File: src/rtl/pe_psum_accumulator.sv
// Accumulates a programmable number of sign-extended PE_sum beats per result and queues results in a small output FIFO.
// Optional macro PE_PSUM_SATURATE_EN: saturating adds with a sticky acc_ovf flag (default build wraps, acc_ovf stays 0).
module pe_psum_accumulator #(
   parameter int SUM_W      = 20,
   parameter int ACC_W      = 32,
   parameter int LEN_W      = 8,
   parameter int FIFO_DEPTH = 4
) (
   input  logic                          clk,
   input  logic                          reset,
   input  logic [LEN_W-1:0]              cfg_len,
   input  logic                          abort,
   input  logic                          in_valid,
   output logic                          in_ready,
   input  logic [SUM_W-1:0]              PE_sum,
   output logic                          out_valid,
   input  logic                          out_ready,
   output logic [ACC_W-1:0]              out_data,
   output logic [$clog2(FIFO_DEPTH):0]   fifo_count,
   output logic                          busy,
   output logic                          acc_ovf
);

   localparam int PTR_W = $clog2(FIFO_DEPTH);
   localparam int CNT_W = PTR_W + 1;

   typedef enum logic {IDLE, ACCUM} state_t;

   state_t             state_q, state_d;
   logic [ACC_W-1:0]   acc_q, acc_d;
   logic [LEN_W-1:0]   cnt_q, cnt_d;
   logic [LEN_W-1:0]   len_q, len_d;
   logic               ovf_q, ovf_d;
   logic [ACC_W-1:0]   mem_q [FIFO_DEPTH];
   logic [ACC_W-1:0]   mem_d [FIFO_DEPTH];
   logic [PTR_W-1:0]   wr_ptr_q, wr_ptr_d;
   logic [PTR_W-1:0]   rd_ptr_q, rd_ptr_d;
   logic [CNT_W-1:0]   count_q, count_d;
   logic [ACC_W-1:0]   last_q, last_d;

   logic               fifo_full;
   logic               accept;
   logic               pop;
   logic               push;
   logic [ACC_W-1:0]   push_data;
   logic [ACC_W-1:0]   term;
   logic [ACC_W-1:0]   sum_res;
   logic               sat_evt;
   logic [LEN_W-1:0]   len_eff;

   assign term      = ACC_W'($signed(PE_sum));
   assign len_eff   = (cfg_len == '0) ? LEN_W'(1) : cfg_len;
   assign fifo_full = (count_q == CNT_W'(FIFO_DEPTH));
   assign in_ready  = !fifo_full && !abort;
   assign accept    = in_valid && in_ready;
   assign out_valid = (count_q != '0);
   assign pop       = out_valid && out_ready;
   assign busy      = (state_q == ACCUM);
   assign acc_ovf   = ovf_q;
   assign fifo_count = count_q;
   // Once the FIFO drains, keep presenting the last popped result.
   assign out_data  = out_valid ? mem_q[rd_ptr_q] : last_q;

`ifdef PE_PSUM_SATURATE_EN
   logic [ACC_W:0] sum_ext;
   assign sum_ext = {acc_q[ACC_W-1], acc_q} + {term[ACC_W-1], term};
   always_comb begin
      sat_evt = (sum_ext[ACC_W] != sum_ext[ACC_W-1]);
      sum_res = sum_ext[ACC_W-1:0];
      if (sat_evt)
         sum_res = sum_ext[ACC_W] ? {1'b1, {(ACC_W-1){1'b0}}} : {1'b0, {(ACC_W-1){1'b1}}};
   end
`else
   assign sum_res = acc_q + term;
   assign sat_evt = 1'b0;
`endif

   always_comb begin
      state_d   = state_q;
      acc_d     = acc_q;
      cnt_d     = cnt_q;
      len_d     = len_q;
      ovf_d     = ovf_q;
      push      = 1'b0;
      push_data = '0;
      if (abort) begin
         state_d = IDLE;
         acc_d   = '0;
         cnt_d   = '0;
      end else if (accept) begin
         case (state_q)
            IDLE: begin
               len_d = len_eff;
               if (len_eff == LEN_W'(1)) begin
                  push      = 1'b1;
                  push_data = term;
               end else begin
                  acc_d   = term;
                  cnt_d   = LEN_W'(1);
                  state_d = ACCUM;
               end
            end
            ACCUM: begin
               ovf_d = ovf_q | sat_evt;
               if (cnt_q + LEN_W'(1) == len_q) begin
                  push      = 1'b1;
                  push_data = sum_res;
                  acc_d     = '0;
                  cnt_d     = '0;
                  state_d   = IDLE;
               end else begin
                  acc_d = sum_res;
                  cnt_d = cnt_q + LEN_W'(1);
               end
            end
            default: state_d = IDLE;
         endcase
      end
   end

   // Pushes are gated by in_ready, so a push never lands on a full FIFO.
   always_comb begin
      mem_d    = mem_q;
      wr_ptr_d = wr_ptr_q;
      rd_ptr_d = rd_ptr_q;
      count_d  = count_q;
      last_d   = last_q;
      if (push) begin
         mem_d[wr_ptr_q] = push_data;
         wr_ptr_d        = wr_ptr_q + PTR_W'(1);
      end
      if (pop) begin
         last_d   = mem_q[rd_ptr_q];
         rd_ptr_d = rd_ptr_q + PTR_W'(1);
      end
      if (push && !pop)
         count_d = count_q + CNT_W'(1);
      else if (pop && !push)
         count_d = count_q - CNT_W'(1);
   end

   always_ff @(posedge clk) begin
      if (reset) begin
         state_q  <= IDLE;
         acc_q    <= '0;
         cnt_q    <= '0;
         len_q    <= LEN_W'(1);
         ovf_q    <= 1'b0;
         wr_ptr_q <= '0;
         rd_ptr_q <= '0;
         count_q  <= '0;
         last_q   <= '0;
         for (int i = 0; i < FIFO_DEPTH; i++)
            mem_q[i] <= '0;
      end else begin
         state_q  <= state_d;
         acc_q    <= acc_d;
         cnt_q    <= cnt_d;
         len_q    <= len_d;
         ovf_q    <= ovf_d;
         wr_ptr_q <= wr_ptr_d;
         rd_ptr_q <= rd_ptr_d;
         count_q  <= count_d;
         last_q   <= last_d;
         mem_q    <= mem_d;
      end
   end

endmodule

File: config.mk
export PLATFORM = sky130hd
export DESIGN_NAME = pe_psum_accumulator
export DESIGN_NICKNAME = d
export VERILOG_FILES = /design/src/rtl/pe_psum_accumulator.sv
export SDC_FILE = /design/constraint.sdc
export NUM_CORES = 1
export LEC_CHECK = 0
export CAP_MARGIN = 20
export CORE_MARGIN = 10
export CORE_UTILIZATION = 45
export DETAILED_ROUTE_END_ITERATION = 8
export PLACE_DENSITY = 0.63
export SETUP_SLACK_MARGIN = 0.02
export SLEW_MARGIN = 5
export SYNTH_ARGS = -nofsm -noshare
export SYNTH_HDL_FRONTEND = slang
export SYNTH_SLANG_ARGS = --single-unit
File: constraint.sdc
create_clock -name clk -period 6.3 [get_ports clk]
set_clock_uncertainty 0.05 [all_clocks]
set_input_delay 1.26 -clock clk [delete_from_list [all_inputs] [get_ports clk]]
set_output_delay 1.26 -clock clk [all_outputs]
set_load 0.02 [all_outputs]
==> metrics.yaml <==
worst_setup_path:
  cp-end-kind: "output port"
  critPathMaxFanout: 20
  crit_chain: "buf_4, mux4_2, mux2_2, clkdlybuf4s50_1"
  worstSetupStartpointType: "flop"
  path_class: "flop to output port"
  required_ns: 4.99
  cp.arrival_ns: 3.23
  cpPeakStageDelay_ns: 0.84
  reg2reg_slack_ns: 2.29
  cp_slowest_cell: "dfxtp_2"
clocking:
  clk_path_buf_depth: 3
  h-tree-depth: 1
  cts_sinks: 216
  postCtsHoldBufs: 0
  post_cts_buffers: 0
  tritoncts: "built"
  clockRootBuffer: "clkbuf_16"
  insertion_delay_ns: 0.53
  cts_resized: 0
  clk_pin_slew_ns: 0.06
  numCtsBuffers: 24
status:
  status: "completed"
die:
  fp-row-count: 57
  die_w_um: 178.2
  fp.coreArea_um2: 24460
  die_h_um: 178.2
  die-area_um2: 31750
  start_util: 0.4603
  io_pins: 72
placement:
  dp_slack_ns: 1.413
  io_buffer_count: 70
  dp_hpwl_mm: 20.24
  gp_congestion: 0.9153
  place_area_um2: 12010
drt:
  num_vias: 9438
  viasPerCell: 5.625
  drt_wl_total_mm: 30.05
  initialDrtViolationCount: 760
  wl_per_cell_um: 17.91
  antenna_left: 0
  dr.pass1.iters: 5
  drc: 0
timing:
  timing.hold.ws_ns: 0.3991
  tns_ns: 0
  rsz0062_at_grt: "no"
  fin_crit_ns: 4.538
  hold_violations: 0
  max_freq_ghz: 0.2203
  min_period_over_period: 0.7204
  relSlewSlack: 0.3095
  setup_slack_ns: 1.762
  setup_violations: 0
  worst_pin_slew_ns: 1.034
  timing.final.max_slew_violations: 0
synth:
  ys_seq_area_frac: 0.3840
  synth_edf_count: 0
  synth.distinct_cells: 64
  syn_nets: 1396
  ys.flop_type: "dfxtp_1"
  avgSynthCellArea_um2: 8.504
  async_reset_ff_frac: 0
  ys_warn_count: 0
  synth_area_um2: 11260
  synth_cells: 1324
  synth_seq_cells: 216
grt:
  grt_max_degree: 96
  antenna_found_initial: 0
  grt-ovfl-total: 0
  grt_use_total: 0.1869
  grt_pass1_vias: 9094
  grt_pass1_wl_mm: 48.93
finish:
  finalNetCount: 1408
  fillCellCount: 2317
  diodes: 0
  area_growth_pct: 13.91
  final_area_um2: 12830
  drive_above_1_share: 0.09601
  mostFrequentLayoutCells: "214 x nand2_1, 214 x dfxtp_1, 146 x nor2_1, 146 x a21oi_1, 77 x a211oi_1"
  regArea_um2: 4327
  multiInputGateArea_um2: 6419
min_path:
  hp-class: "flop to flop"
power_and_ir_drop:
  p_total_uw: 3627
  p_leak_uw: 0.004455
  ir_drop_uv: 212.6
  p_per_area_nw_per_um2: 282.8
flow_run:
  maxCapViolations: 0
==> critical path, delay by kind of cell (launching register included) <==
kind / cells / cell delay, ns
buffers and inverters: 2 / 0.97
multiplexers: 2 / 0.88
flip-flops: 1 / 0.84
==> through the flow <==
step           instances    util
6_report            1678  0.5243
5_1_grt             1678  0.5243
4_1_cts             1678  0.5243
3_5_place_dp        1634  0.4908
3_3_place_gp        1634  0.4908
2_1_floorplan       1324       -
==> area by class of cell <==
class                           instances  area share
Clock buffer                           34     0.05287
Clock inverter                         10     0.01102
Inverter                               20    0.005853
Multi-Input combinational cell        993      0.5004
Sequential cell                       216      0.3373
Tap cell                              324     0.03161
Timing Repair Buffer                   81     0.06087
==> final timing paths <==
| check | start | endpoint | depth (start not counted) |
|---|---|---|---|
| setup / recovery | rd_ptr_q[1] | out_data[9] | 4 |
| hold / removal | mem_q[29] | mem_q[29] | 2 |
| setup reg to reg | cnt_q[0] | mem_q[3] | 11 |
| hold reg to reg | mem_q[29] | mem_q[29] | 2 |
==> power by group <==
| part | internal, uW | total (uW) | leakage (uW) | switching (uW) |
|---|---|---|---|---|
| combinational | 274 | 737 | 0.00231 | 463 |
| sequential | 1400 | 1440 | 0.00174 | 44.6 |
| clock | 875 | 1450 | 0.000397 | 574 |
==> sequential cells by signal (all words and copies together), names as in the netlist <==
name / count
busy: 1
len_q: 8
cnt_q: 8
rd_ptr_q: 2
wr_ptr_q: 2
fifo_count: 3
mem_q: 128
last_q: 32
acc_q: 32
==> layer usage <==
layer / global-route usage / share of wire / routed length, um
met2: 0.2829 / 0.43 / 12990
met1: 0.2737 / 0.50 / 14900
met4: 0.03376 / 0.012 / 350
met5: 0 / 0 / 0
met3: 0.03340 / 0.060 / 1810
==> kinds of logic (layout without fill, tap and decap cells) <==
family / count (synthesis) / count (layout) / synth area share
buf+inv: 115 / 145 / 0.04612
xor+xnor: 39 / 39 / 0.03278
compound gates: 373 / 373 / 0.2059
flops: 216 / 216 / 0.3840
other cells: 1 / 1 / 0.0003331
simple gates: 469 / 469 / 0.1830
fa+ha+maj: 39 / 39 / 0.04467
mux: 72 / 72 / 0.1031
==> cells in the mapped netlist, types with 3 or more instances <==
cell / count / area [um^2]
nor2_1: 147 / 551.8
o21bai_1: 3 / 22.52
or2_2: 3 / 18.77
a21o_1: 10 / 75.07
a22oi_1: 7 / 52.55
a21oi_1: 146 / 730.7
nand2_1: 214 / 803.3
o31ai_1: 3 / 22.52
nor2b_1: 4 / 25.02
dfxtp_1: 216 / 4324
xor2_1: 18 / 157.7
o221ai_1: 6 / 52.55
and4_1: 3 / 26.28
buf_6: 4 / 45.04
o21ai_0: 68 / 340.3
nor4_1: 4 / 25.02
or4_1: 3 / 22.52
o21a_1: 7 / 52.55
o211ai_1: 5 / 37.54
nand4_1: 7 / 43.79
nor3_1: 9 / 45.04
nand3_1: 15 / 75.07
a31oi_1: 10 / 62.56
a211oi_1: 77 / 578.1
ha_1: 37 / 462.9
inv_1: 19 / 71.32
o22a_1: 3 / 26.28
clkbuf_1: 61 / 229.0
nor3b_1: 3 / 22.52
mux2_2: 32 / 360.4
xnor2_1: 19 / 166.4
mux4_2: 32 / 720.7
a221oi_1: 7 / 61.31
buf_2: 10 / 50.05
and3_1: 7 / 43.79
or3_1: 8 / 50.05
buf_4: 12 / 90.09
and2_1: 9 / 56.30
nand3b_1: 18 / 135.1
o31a_1: 3 / 26.28
mux2i_1: 8 / 80.08
buf_1: 8 / 30.03
nand2b_1: 9 / 56.30
No activity file was read; power rests on OpenSTA's default activity.
